File: config.mk
export PLATFORM = sky130hd
export DESIGN_NAME = alu_signed_pipe
export DESIGN_NICKNAME = d
export VERILOG_FILES = /design/src/rtl/alu_signed_pipe_pkg.sv /design/src/rtl/alu_signed_pipe_core.sv /design/src/rtl/alu_signed_pipe.sv
export SDC_FILE = /design/constraint.sdc
export NUM_CORES = 1
export LEC_CHECK = 0
export ABC_AREA = 1
export BUFFER_PORTS_ARGS = -buffer_cell sky130_fd_sc_hd__buf_4
export CAP_MARGIN = 5
export CORE_UTILIZATION = 35
export DETAILED_ROUTE_END_ITERATION = 10
export PLACE_DENSITY = 0.53
export SYNTH_ARGS = -nofsm -noshare
export SYNTH_HDL_FRONTEND = slang
export SYNTH_SLANG_ARGS = --single-unit
File: constraint.sdc
create_clock -name clk -period 6 [get_ports clk]
set_input_delay 1.5 -clock clk [delete_from_list [all_inputs] [get_ports clk]]
set_output_delay 1.5 -clock clk [all_outputs]
set_load 0.01 [all_outputs]
File: src/rtl/alu_signed_pipe_pkg.sv
// Shared definitions for the signed pipelined ALU: operation codes and opcode width.
package alu_pkg;

    localparam int OP_W = 3;

    typedef enum logic [OP_W-1:0] {
        OP_ADD      = 3'b000,
        OP_SUB      = 3'b001,
        OP_ABS_SUM  = 3'b010,
        OP_ABS_DIFF = 3'b011,
        OP_LT       = 3'b100
    } op_e;

endpackage

File: src/rtl/alu_signed_pipe_core.sv
// Combinational signed ALU datapath: exact WIDTH+1-bit arithmetic mapped to WIDTH bits,
// with optional clamping of unrepresentable results.
module alu_core
    import alu_pkg::*;
#(
    parameter int WIDTH    = 5,
    parameter bit SATURATE = 1'b0
) (
    input  logic [WIDTH-1:0] a,
    input  logic [WIDTH-1:0] b,
    input  logic [OP_W-1:0]  op,
    output logic [WIDTH-1:0] result,
    output logic             ovf,
    output logic             lt,
    output logic             err
);

    localparam logic [WIDTH-1:0] MAX_VAL = {1'b0, {(WIDTH-1){1'b1}}};
    localparam logic [WIDTH-1:0] MIN_VAL = {1'b1, {(WIDTH-1){1'b0}}};

    logic [WIDTH:0] sum;
    logic [WIDTH:0] diff;
    logic [WIDTH:0] mag_sum;
    logic [WIDTH:0] mag_diff;

    assign sum  = {a[WIDTH-1], a} + {b[WIDTH-1], b};
    assign diff = {a[WIDTH-1], a} - {b[WIDTH-1], b};

    // Magnitudes are unsigned WIDTH+1-bit values; 2^WIDTH (from MIN+MIN) still fits.
    assign mag_sum  = sum[WIDTH]  ? -sum  : sum;
    assign mag_diff = diff[WIDTH] ? -diff : diff;

    assign lt = diff[WIDTH];

    always_comb begin
        result = '0;
        ovf    = 1'b0;
        err    = 1'b0;
        case (op)
            OP_ADD: begin
                ovf    = sum[WIDTH] ^ sum[WIDTH-1];
                result = sum[WIDTH-1:0];
                if (SATURATE && ovf)
                    result = sum[WIDTH] ? MIN_VAL : MAX_VAL;
            end
            OP_SUB: begin
                ovf    = diff[WIDTH] ^ diff[WIDTH-1];
                result = diff[WIDTH-1:0];
                if (SATURATE && ovf)
                    result = diff[WIDTH] ? MIN_VAL : MAX_VAL;
            end
            OP_ABS_SUM: begin
                ovf    = |mag_sum[WIDTH:WIDTH-1];
                result = mag_sum[WIDTH-1:0];
                if (SATURATE && ovf)
                    result = MAX_VAL;
            end
            OP_ABS_DIFF: begin
                ovf    = |mag_diff[WIDTH:WIDTH-1];
                result = mag_diff[WIDTH-1:0];
                if (SATURATE && ovf)
                    result = MAX_VAL;
            end
            OP_LT: begin
                result = {{(WIDTH-1){1'b0}}, lt};
            end
            default: begin
                err = 1'b1;
            end
        endcase
    end

endmodule

File: src/rtl/alu_signed_pipe.sv
// Two-stage valid/ready pipelined signed ALU with a saturating overflow event counter.
// Stage 1 registers operands, stage 2 registers the computed result.
module alu_signed_pipe
    import alu_pkg::*;
#(
    parameter int WIDTH    = 5,
    parameter bit SATURATE = 1'b0,
    parameter int COUNT_W  = 8
) (
    input  logic               clk,
    input  logic               reset,
    input  logic               in_valid,
    output logic               in_ready,
    input  logic [WIDTH-1:0]   a,
    input  logic [WIDTH-1:0]   b,
    input  logic [OP_W-1:0]    op,
    output logic               out_valid,
    input  logic               out_ready,
    output logic [WIDTH-1:0]   result,
    output logic               ovf,
    output logic               lt,
    output logic               err,
    output logic [COUNT_W-1:0] ovf_count,
    input  logic               clr_count
);

    logic             s1_valid;
    logic [WIDTH-1:0] s1_a;
    logic [WIDTH-1:0] s1_b;
    logic [OP_W-1:0]  s1_op;
    logic             s2_valid;
    logic             s2_adv;

    logic [WIDTH-1:0] core_result;
    logic             core_ovf;
    logic             core_lt;
    logic             core_err;

    assign s2_adv    = !s2_valid || out_ready;
    assign in_ready  = !s1_valid || s2_adv;
    assign out_valid = s2_valid;

    always_ff @(posedge clk) begin
        if (reset) begin
            s1_valid <= 1'b0;
            s1_a     <= '0;
            s1_b     <= '0;
            s1_op    <= '0;
        end else if (in_ready) begin
            // in_ready implies any held beat moves on, so the slot may empty here.
            s1_valid <= in_valid;
            if (in_valid) begin
                s1_a  <= a;
                s1_b  <= b;
                s1_op <= op;
            end
        end
    end

    alu_core #(
        .WIDTH    (WIDTH),
        .SATURATE (SATURATE)
    ) u_core (
        .a      (s1_a),
        .b      (s1_b),
        .op     (s1_op),
        .result (core_result),
        .ovf    (core_ovf),
        .lt     (core_lt),
        .err    (core_err)
    );

    always_ff @(posedge clk) begin
        if (reset) begin
            s2_valid <= 1'b0;
            result   <= '0;
            ovf      <= 1'b0;
            lt       <= 1'b0;
            err      <= 1'b0;
        end else if (s2_adv) begin
            s2_valid <= s1_valid;
            if (s1_valid) begin
                result <= core_result;
                ovf    <= core_ovf;
                lt     <= core_lt;
                err    <= core_err;
            end
        end
    end

    always_ff @(posedge clk) begin
        if (reset || clr_count) begin
            ovf_count <= '0;
        end else if (out_valid && out_ready && ovf && (ovf_count != '1)) begin
            ovf_count <= ovf_count + COUNT_W'(1);
        end
    end

endmodule
==> flow_summary.toml <==
[run_status]
status = "finished, final reports clean"

[setup_path]
crit_chain = "buf_4 > inv_1 > nand3_1 > buf_4"
cp_top_family = "buffers and inverters"
criticalPathCategory = "in2out"
end_kind = "primary output"
required_ns = 4.50
max_stage_delay_ns = 0.17
critPathLaunchType = "input pin"
cpMostUsedCell = "buf_4"
critPathArrivalTime_ns = 1.97
worst-path-buf-inv = 3
crit_fanout = 3
worst_path_max_delay_cell = "buf_4"

[clock_tree]
clk_path_buf_depth = 2
cts_setup_buffers = 0
cts_max_level = 2
cts_resized = 0
insertion_delay_ns = 0.28
cts_tree = "built"
cts-root-buf = "clkbuf_8"
hold_buffers = 0
numCtsBuffers = 5
clock_sinks = 31
clkTransAtPathRegs_ns = 0.06

[timing]
setup_viol = 0
final.setup.tns_ns = 0
min_period_ns = 3.47
slew_violations = 0
grt_setup_unrepaired = "false"
fin_skew_ns = 0.00387
tightest_slew_ns = 0.713
max_freq_ghz = 0.288
fin_crit_sh_pct = 57.8
fin_ws_ns = 2.53
slew_headroom_pct = 52.3
hold_violations = 0

[global_routing]
grt_max_degree = 25
grt_pass1_vias = 1811
grt_usage_pct = 16.9
grt_first_pass_wirelength_um = 8150
grt_overflow = 0
antenna_found_initial = 0

[power]
ir_drop_v = 0.000126
leakagePower_nw = 1.15
p_total_uw = 553
power_density_nw_per_um2 = 224

[logic_synthesis]
synth-seq-area-share_pct = 30.2
synth-seq-cells = 31
ys_top_cells_by_area = "dfxtp_1 (30%), nand2_1 (12%), ha_1 (7.9%)"
synth_cell_types = 34
synth-edff-count = 0
synth_flop_cell = "dfxtp_1"
postSynthAreaPerCell_um2 = 6.99
postSynthCellCount = 294
synth_largest_area_cell = "dfxtp_1"
yosysWarnings = 0
synth_nets = 327
yosysTopAreaCellShare_pct = 30.2
async_reset_ff_share_pct = 0
synth_area_um2 = 2050

[floorplan]
die_w_um = 78.6
die_y_um = 78.6
start_util_pct = 36.9
num_io_pins = 36
core_area_um2 = 5570
fp-row-count = 27
dieArea_um2 = 6180

[min_path]
hp-class = "reg2reg"

[final_layout]
layout-drive-gt1-share_pct = 23.6
layout.nets = 364
syn_to_final_growth_pct = 20.2
diodes = 0
fillers = 606

[detailed_routing]
wirelength_um = 4690
vias_per_cell = 4.74
dr.pass1.iters = 4
drtIter0Drc = 62
ant_nets = 0
drc_errors = 0
post_drt_wl_per_cell_um = 11.6
vias = 1910

[placed_design]
io_buffers = 35
pre_cts_ws_ns = 2.53
place_congestion = 0.814
hpwl_um = 3670

[run]
drv_cap = 0
## synthesized netlist by cell type, types with 3 or more instances
cell type	number
nand2_1	66
nor2_1	34
dfxtp_1	31
inv_1	31
nand3_1	23
a21oi_1	19
ha_1	13
nand2_2	13
a211oi_1	8
nand4_1	5
o21ai_0	5
a21oi_2	4
inv_2	4
nand3_2	4
clkbuf_1	3
o21ai_1	3
xor2_1	3
## placed cells by master (no fill, tap or decap), drive strengths merged
cell type	instances
a21oi	24
inv	36
nand4	5
o21a	2
o22ai	2
nand3	27
clkbuf	6
nand3b	2
clkinv	2
nand2	81
xor2	4
nor3	4
or2	2
ha	13
a211oi	8
buf	35
o21ai	9
dfxtp	31
fa	2
nor2	35
a31oi	1
## routing by layer
metal	vias to the layer above	track usage, %	wire, µm
met2	25	25.9	1990
li1	1031	-	-
met5	-	0	0
met4	0	5.74	63
met1	847	23.8	2500
met3	7	2.67	142
## power breakdown
part / switching [mW] / internal, mW / total (mW)
clock: 0.0755 / 0.0898 / 0.165
sequential: 0.00822 / 0.216 / 0.224
combinational: 0.101 / 0.0626 / 0.164
total: 0.185 / 0.368 / 0.553
## worst paths after layout
| check | end | cells after the start | slack, ns | startpoint |
|---|---|---|---|---|
| worst max-delay path | in_ready | 4 | 2.53 | out_ready |
| worst max register to register | ovf$_SDFFE_PP0P_ | 15 | 3.71 | s1_a[0]$_SDFFE_PP0P_ |
| worst min-delay path | result[3]$_SDFFE_PP0P_ | 2 | 0.47 | result[3]$_SDFFE_PP0P_ |
| worst min register to register | result[3]$_SDFFE_PP0P_ | 2 | 0.47 | result[3]$_SDFFE_PP0P_ |
## state kept, by name, indices dropped and copies added (netlist names)
| register | flops |
|---|---|
| err | 1 |
| lt | 1 |
| out_valid | 1 |
| ovf | 1 |
| ovf_count | 8 |
| result | 5 |
| s1_a | 5 |
| s1_b | 5 |
| s1_op | 3 |
| s1_valid | 1 |
## cell type report
type | count | area [µm²] | area share (%)
Clock buffer | 6 | 82.6 | 3.35
Clock inverter | 1 | 5.00 | 0.203
Inverter | 37 | 144 | 5.83
Multi-Input combinational cell | 221 | 1260 | 51.2
Sequential cell | 31 | 621 | 25.1
Tap cell | 72 | 90.1 | 3.65
Timing Repair Buffer | 35 | 263 | 10.6
## kinds of logic (layout without fill, tap and decap cells)
group / Yosys count / after routing / share of synthesized area [%]
compound gates: 46 / 46 / 14.1
fa+ha+maj: 15 / 15 / 9.87
buf+inv: 42 / 79 / 8.28
simple gates: 156 / 156 / 35.5
xor+xnor: 4 / 4 / 2.07
flops: 31 / 31 / 30.2
## worst reg2reg max path, stage by stage, from the launching register on
cell     delay, ns
dfxtp_1       0.33
inv_1         0.06
ha_1          0.22
fa_1          0.56
ha_1          0.16
inv_1         0.05
a21oi_1       0.11
nand2_1       0.09
nor2_1        0.10
nor2_1        0.05
nand2_1       0.08
inv_2         0.04
nor2_1        0.10
nand3_2       0.09
nand2_1       0.09
a21oi_2       0.06
## per-stage QoR
| step | hold slack, ns | std cells | utilization [%] | cell area [µm²] |
|---|---|---|---|---|
| 2_1_floorplan | 0.461 | 294 | - | 2050 |
| 3_3_place_gp | 0.460 | 396 | 42.7 | 2380 |
| 3_5_place_dp | 0.465 | 396 | 42.7 | 2380 |
| 4_1_cts | 0.475 | 403 | 44.3 | 2470 |
| 5_1_grt | 0.498 | 403 | 44.3 | 2470 |
| 6_report | 0.471 | 403 | 44.3 | 2470 |
No activity file was read; power rests on OpenSTA's default activity.
